<file path="src/rtl/dmem_arbiter.sv">
// dmem_arbiter: two-port (A=core, B=DMA/debug) data memory arbiter, 3-cycle IDLE/ACCESS/RESP access; define DMEM_ARB_ROUND_ROBIN_EN for round-robin contention (fixed A priority otherwise)
module dmem_arbiter #(
   parameter int DATA_W = 32,
   parameter int DEPTH  = 64
) (
   input  logic              clk,
   input  logic              reset,
   input  logic              a_req,
   input  logic              b_req,
   input  logic              a_we,
   input  logic              b_we,
   input  logic [31:0]       a_addr,
   input  logic [31:0]       b_addr,
   input  logic [DATA_W-1:0] a_wdata,
   input  logic [DATA_W-1:0] b_wdata,
   output logic              a_gnt,
   output logic              b_gnt,
   output logic              a_rvalid,
   output logic              b_rvalid,
   output logic [DATA_W-1:0] a_rdata,
   output logic [DATA_W-1:0] b_rdata,
   output logic              a_err,
   output logic              b_err,
   output logic              mem_write,
   output logic              mem_read,
   output logic [31:0]       mem_addr,
   output logic [DATA_W-1:0] mem_wdata,
   input  logic [DATA_W-1:0] mem_rdata
);
   typedef enum logic [1:0] {IDLE, ACCESS, RESP} state_t;
   localparam logic [31:0] DEPTH_W = 32'(DEPTH);
   state_t state, state_nxt;
   logic              start, pick_b, sel_b, we_q, in_range, acc, rsp;
   logic [31:0]       addr_q;
   logic [DATA_W-1:0] wdata_q, rdata_q;
   assign start = (state == IDLE) && (a_req || b_req);
`ifdef DMEM_ARB_ROUND_ROBIN_EN
   logic last_b;
   // last-granted pointer; starts at B so A wins the first contended request
   always_ff @(posedge clk or negedge reset)
      if (!reset) last_b <= 1'b1;
      else if (start) last_b <= pick_b;
   assign pick_b = b_req && (!a_req || !last_b);
`else
   assign pick_b = b_req && !a_req;
`endif
   // state register; async reset aborts any transaction in flight
   always_ff @(posedge clk or negedge reset)
      if (!reset) state <= IDLE;
      else state <= state_nxt;
   // winner's request is latched on entry to ACCESS, read data captured on entry to RESP
   always_ff @(posedge clk or negedge reset)
      if (!reset) begin
         sel_b   <= 1'b0;
         we_q    <= 1'b0;
         addr_q  <= '0;
         wdata_q <= '0;
         rdata_q <= '0;
      end else begin
         if (start) begin
            sel_b   <= pick_b;
            we_q    <= pick_b ? b_we : a_we;
            addr_q  <= pick_b ? b_addr : a_addr;
            wdata_q <= pick_b ? b_wdata : a_wdata;
         end
         if (state == ACCESS) rdata_q <= mem_read ? mem_rdata : '0;
      end
   // next state and all outputs decoded from state; out-of-range accesses never strobe memory
   always_comb begin
      state_nxt = (state == IDLE) ? (start ? ACCESS : IDLE) : (state == ACCESS) ? RESP : IDLE;
      in_range  = addr_q < DEPTH_W;
      acc       = (state == ACCESS) && in_range;
      rsp       = state == RESP;
      a_gnt     = (state == ACCESS) && !sel_b;
      b_gnt     = (state == ACCESS) && sel_b;
      mem_write = acc && we_q;
      mem_read  = acc && !we_q;
      mem_addr  = acc ? addr_q : '0;
      mem_wdata = acc ? wdata_q : '0;
      a_rvalid  = rsp && !sel_b;
      b_rvalid  = rsp && sel_b;
      a_rdata   = a_rvalid ? rdata_q : '0;
      b_rdata   = b_rvalid ? rdata_q : '0;
      a_err     = a_rvalid && !in_range;
      b_err     = b_rvalid && !in_range;
   end
endmodule

</file>
<file path="config.mk">
export PLATFORM = sky130hd
export DESIGN_NAME = dmem_arbiter
export DESIGN_NICKNAME = d
export VERILOG_FILES = /design/src/rtl/dmem_arbiter.sv
export SDC_FILE = /design/constraint.sdc
export NUM_CORES = 1
export LEC_CHECK = 0
export ABC_CLOCK_PERIOD_IN_PS = 2050
export CELL_PAD_IN_SITES_DETAIL_PLACEMENT = 1
export CELL_PAD_IN_SITES_GLOBAL_PLACEMENT = 2
export CORE_MARGIN = 1.5
export CORE_UTILIZATION = 25
export DETAILED_ROUTE_END_ITERATION = 8
export PLACE_DENSITY = 0.92
export SYNTH_ARGS = -nofsm -noshare
export SYNTH_HDL_FRONTEND = slang
export SYNTH_SLANG_ARGS = --single-unit
</file>
<file path="constraint.sdc">
create_clock -name clk -period 2.05 [get_ports clk]
set_input_delay 0.205 -clock clk [delete_from_list [all_inputs] [get_ports clk]]
set_output_delay 0.205 -clock clk [all_outputs]
set_load 0.02 [all_outputs]
</file>
### Word-level counts from Yosys, hierarchy flattened

Index checks and enable logic that the tools add are counted.

* word-level logic and storage cells: 37
* register bits after elaboration: 100
* output and inout port bits: 136

* muxes and demuxes: 11
* equality and inequality tests: 2
* magnitude comparators: 1
* reductions and logical operators: 17

Operator list (number)
* 32-bit 2-to-1 mux: 7
* 32-bit by 7-bit less-than comparator with 1-bit output (second input constant): 1
* 1-bit logical AND: 11
* 1-bit logical NOT: 4
* 2-bit 2-to-1 mux: 2
* 2-bit by 1-bit == test with 1-bit output (second input constant): 1
* 2-bit == test (second input constant): 1
* 2-bit logical NOT: 1
* 1-bit 2-to-1 mux: 2
* 1-bit logical OR: 1

### Depth between registers and ports, before layout

* depth in word-level cells: 4
* depth in mapped cells: 6
* depth with buffers taken out: 4

### Least setup slack after synthesis

Ideal clock, no wire load.

* path kind: register to output
* from: register addr_q[17]
* to: output mem_read
* cell stages (with the launch flop): 4
* required time: 1.845 ns
* arrival: 1.688 ns
* setup slack: 0.157 ns
* cell sequence: dfrtp_1 > nor4_4 > nand3_2 > nor4_1

* longest elaborated chain between the ends: 3

RTL lines
* start: declaration: RTL line 34 `logic [31:0] addr_q;`
* start signal: assignment: RTL line 63 `addr_q <= pick_b ? b_addr : a_addr;`
* 32-bit by 7-bit less-than comparator with 1-bit output: RTL line 71 `in_range = addr_q < DEPTH_W;`
* 1-bit logical AND: RTL line 72 `acc = (state == ACCESS) && in_range;`
* 1-bit logical AND: RTL line 77 `mem_read = acc && !we_q;`
* end: declaration: RTL line 25 `output logic mem_read,`

No other way between the ends.

### Worst setup path after layout

* from: register addr_q[28]
* to: output mem_wdata[31]

* longest elaborated chain between the ends: 3

RTL lines
* 32-bit by 7-bit less-than comparator with 1-bit output: RTL line 71
* 1-bit logical AND: RTL line 72
* 32-bit 2-to-1 mux: RTL line 79 `mem_wdata = acc ? wdata_q : '0;`
* end: declaration: RTL line 27 `output logic [DATA_W-1:0] mem_wdata,`

No other way between the ends.

==> impl_metrics.env <==
export IMPL_crit_path_end_kind="output pin"
export IMPL_crit_arrival_ns=1.97
export IMPL_max_clock_path_buffers=2
export IMPL_n_antenna_cell=0
export IMPL_r2r_cells=8
export IMPL_viasPerCell=4.51
export IMPL_cap_violations=0
export IMPL_first_pass_iters=4
export IMPL_layout_cells_most_common="clkdlybuf4s50_1"
export IMPL_h_tree_depth=3
export IMPL_fin_ws_ns=-0.121
export IMPL_synth_top_area_share=0.383
export IMPL_rows=59
export IMPL_cts_tree="done"
export IMPL_ys_seq_area_frac=0.383
export IMPL_synthTopCellsByArea="dfrtp_1 38%, mux2_4 11%, mux2_2 11%, and2_1 6.2%, nor3_2 6.0%"
export IMPL_synth_area_um2=6540
export IMPL_clkTransAtPathRegs_ns=0.07
export IMPL_fmax_ghz=0.461
export IMPL_p_per_area_nw_per_um2=805
export IMPL_io_pins=302
export IMPL_cts_num_sinks=100
export IMPL_yosys_area_top_type="dfrtp_1"
export IMPL_violations="negative setup slack"
export IMPL_gp_congestion=0.716
export IMPL_cpMostUsedCell="buf_6"
export IMPL_hold_viol_final=0
export IMPL_crit_type="reg -> out"
export IMPL_track_usage=0.154
export IMPL_dpl_cell_area_um2=9700
export IMPL_layout_drive_gt1_share=0.350
export IMPL_slew_headroom=0.632
export IMPL_crit_required_ns=1.85
export IMPL_antenna_found_initial=0
export IMPL_root_buffer="clkbuf_16"
export IMPL_skew_ns=0.0111
export IMPL_finalSetupViolCount=42
export IMPL_min_period_ns=2.17
export IMPL_remaining_drc_errors=0
export IMPL_dieWidth_um=165
export IMPL_hold_path_class="in -> async"
export IMPL_ys_warn_count=0
export IMPL_start_kind="flop"
export IMPL_postSynthCellCount=571
export IMPL_final_core_util=0.406
export IMPL_syn_to_final_growth_pct=60.6
export IMPL_finalNetCount=1020
export IMPL_core_area_um2=25800
export IMPL_drv_slew=0
export IMPL_dieArea_um2=27100
export IMPL_gr_total_overflow=0
export IMPL_antenna_left=0
export IMPL_grt_pass1_wl_um=32300
export IMPL_peakVddDrop_mv=0.419
export IMPL_outcome="finished with violations"
export IMPL_mostFrequentLayoutCells="164 x clkdlybuf4s50_1, 99 x dfrtp_1, 71 x nand2_1"
export IMPL_grt_max_degree=56
export IMPL_vias=5379
export IMPL_floorplan_initialDensity=0.253
export IMPL_crit_path_top_delay_cell="dfrtp_1"
export IMPL_clk_insertion_delay_late_ns=0.35
export IMPL_ys_seq_elements=100
export IMPL_routed_wl_um=21200
export IMPL_finalCritPeriodShare=1.06
export IMPL_worstPathCellList="nor4_2 > nand4_1 > buf_6 > buf_6 > buf_8 > buf_12 > nor3_4 > buf_6"
export IMPL_grt_setup_unrepaired="true"
export IMPL_p_leak_uw=0.00486
export IMPL_synth_cell_types=29
export IMPL_syn_avg_cell_area_um2=11.5
export IMPL_max_slew_worst_pin_slew_ns=0.551
export IMPL_critPathMaxStageDelay_ns=0.39
export IMPL_grt_pass1_vias=5685
export IMPL_cts_buffers_inserted=9
export IMPL_dpl_hpwl_um=14900
export IMPL_drt_iter0_drc=147
export IMPL_power_total_uw=8450
export IMPL_path_max_fanout=7
export IMPL_fin_area_um2=10500
export IMPL_die_y_um=165
export IMPL_wl_per_cell_um=17.8
export IMPL_port_buffers=275
worst max-delay path, delay by kind of cell, from the launching register on:
family                 cells  cell delay (ns)
buffers and inverters      5             0.69
DFF                        1             0.39
and+or+nand+nor            3             0.53
cell families (layout without fill, tap and decap cells):
| group | count (synthesis) | count (layout) | share of synthesized area |
|---|---|---|---|
| compound gates | 37 | 37 | 0.0578 |
| buf+inv | 79 | 340 | 0.0809 |
| flops | 100 | 100 | 0.383 |
| mux | 130 | 130 | 0.253 |
| other cells | 1 | 26 | 0.000573 |
| simple gates | 224 | 224 | 0.226 |
cell usage after synthesis (all sizes together):
cell / n
a21oi: 2
and2: 65
and3b: 1
buf: 63
clkbuf: 15
conb: 1
dfrtp: 100
inv: 1
mux2: 130
nand2: 72
nand2b: 1
nand3: 1
nand4: 1
nand4b: 32
nor2: 3
nor2b: 1
nor3: 39
nor3b: 1
nor4: 7
o21a: 3
o31ai: 32
report_power, final:
part / total, uW / leakage, uW / switching, uW / internal [uW]
sequential: 3160 / 0.00124 / 488 / 2680
combinational: 3560 / 0.00349 / 1760 / 1810
clock: 1720 / 0.000127 / 786 / 936
total: 8450 / 0.00486 / 3030 / 5420
layout make-up:
class                   instances  area, um^2
repair buffers                325        3380
multi-input cells             417        3920
fillers                      2818       15300
well taps                     335         419
clock buffers                  10         229
flip-flops and latches        100        2500
inverters                       1        3.75
clock inverters                 4        52.6
what timing repair did:
item	CTS	global route
endpoints found under the setup margin	110	69
cloned	4	2
pin swaps	14	37
buffers inserted	9	1
gates resized for setup	317	65
hold buffers	1	0
hold endpoints to repair	15	0
routing by layer:
layer | part of all wire | global-route usage
met1 | 0.44 | 0.197
met4 | 0.0096 | 0.0377
met2 | 0.49 | 0.266
met5 | 0 | 0
met3 | 0.059 | 0.0321
sequential cells by signal, summed over array words and instances (netlist names):
signal and cells:
we_q 1, addr_q 32, rdata_q 32, sel_b 1
state 2, wdata_q 32
per-stage QoR:
stage | instances | hold WS [ns] | worst slack [ns] | TNS [ns]
5_1_grt | 1192 | 0.279 | -0.286 | -7.35
4_1_cts | 1190 | 0.253 | -0.206 | -5.02
3_5_place_dp | 1163 | 0.0955 | -0.304 | -10.95
2_1_floorplan | 596 | -0.0906 | 0.157 | 0
6_report | 1192 | 0.263 | -0.121 | -2.68
3_3_place_gp | 1163 | 0.0945 | -0.258 | -9.74
worst paths after layout:
| check | endpoint | slack, ns | from |
|---|---|---|---|
| min in group clk | rdata_q[25] | 0.44 | mem_rdata[25] |
| hold reg to reg | rdata_q[30] | 0.50 | rdata_q[30] |
| hold / removal | rdata_q[9] | 0.26 | reset |
| setup / recovery | mem_wdata[31] | -0.12 | addr_q[28] |
| max in group asynchronous | wdata_q[0] | 1.08 | reset |
| setup reg to reg | rdata_q[13] | 0.09 | addr_q[28] |
Power figures use the tool's default switching activity.
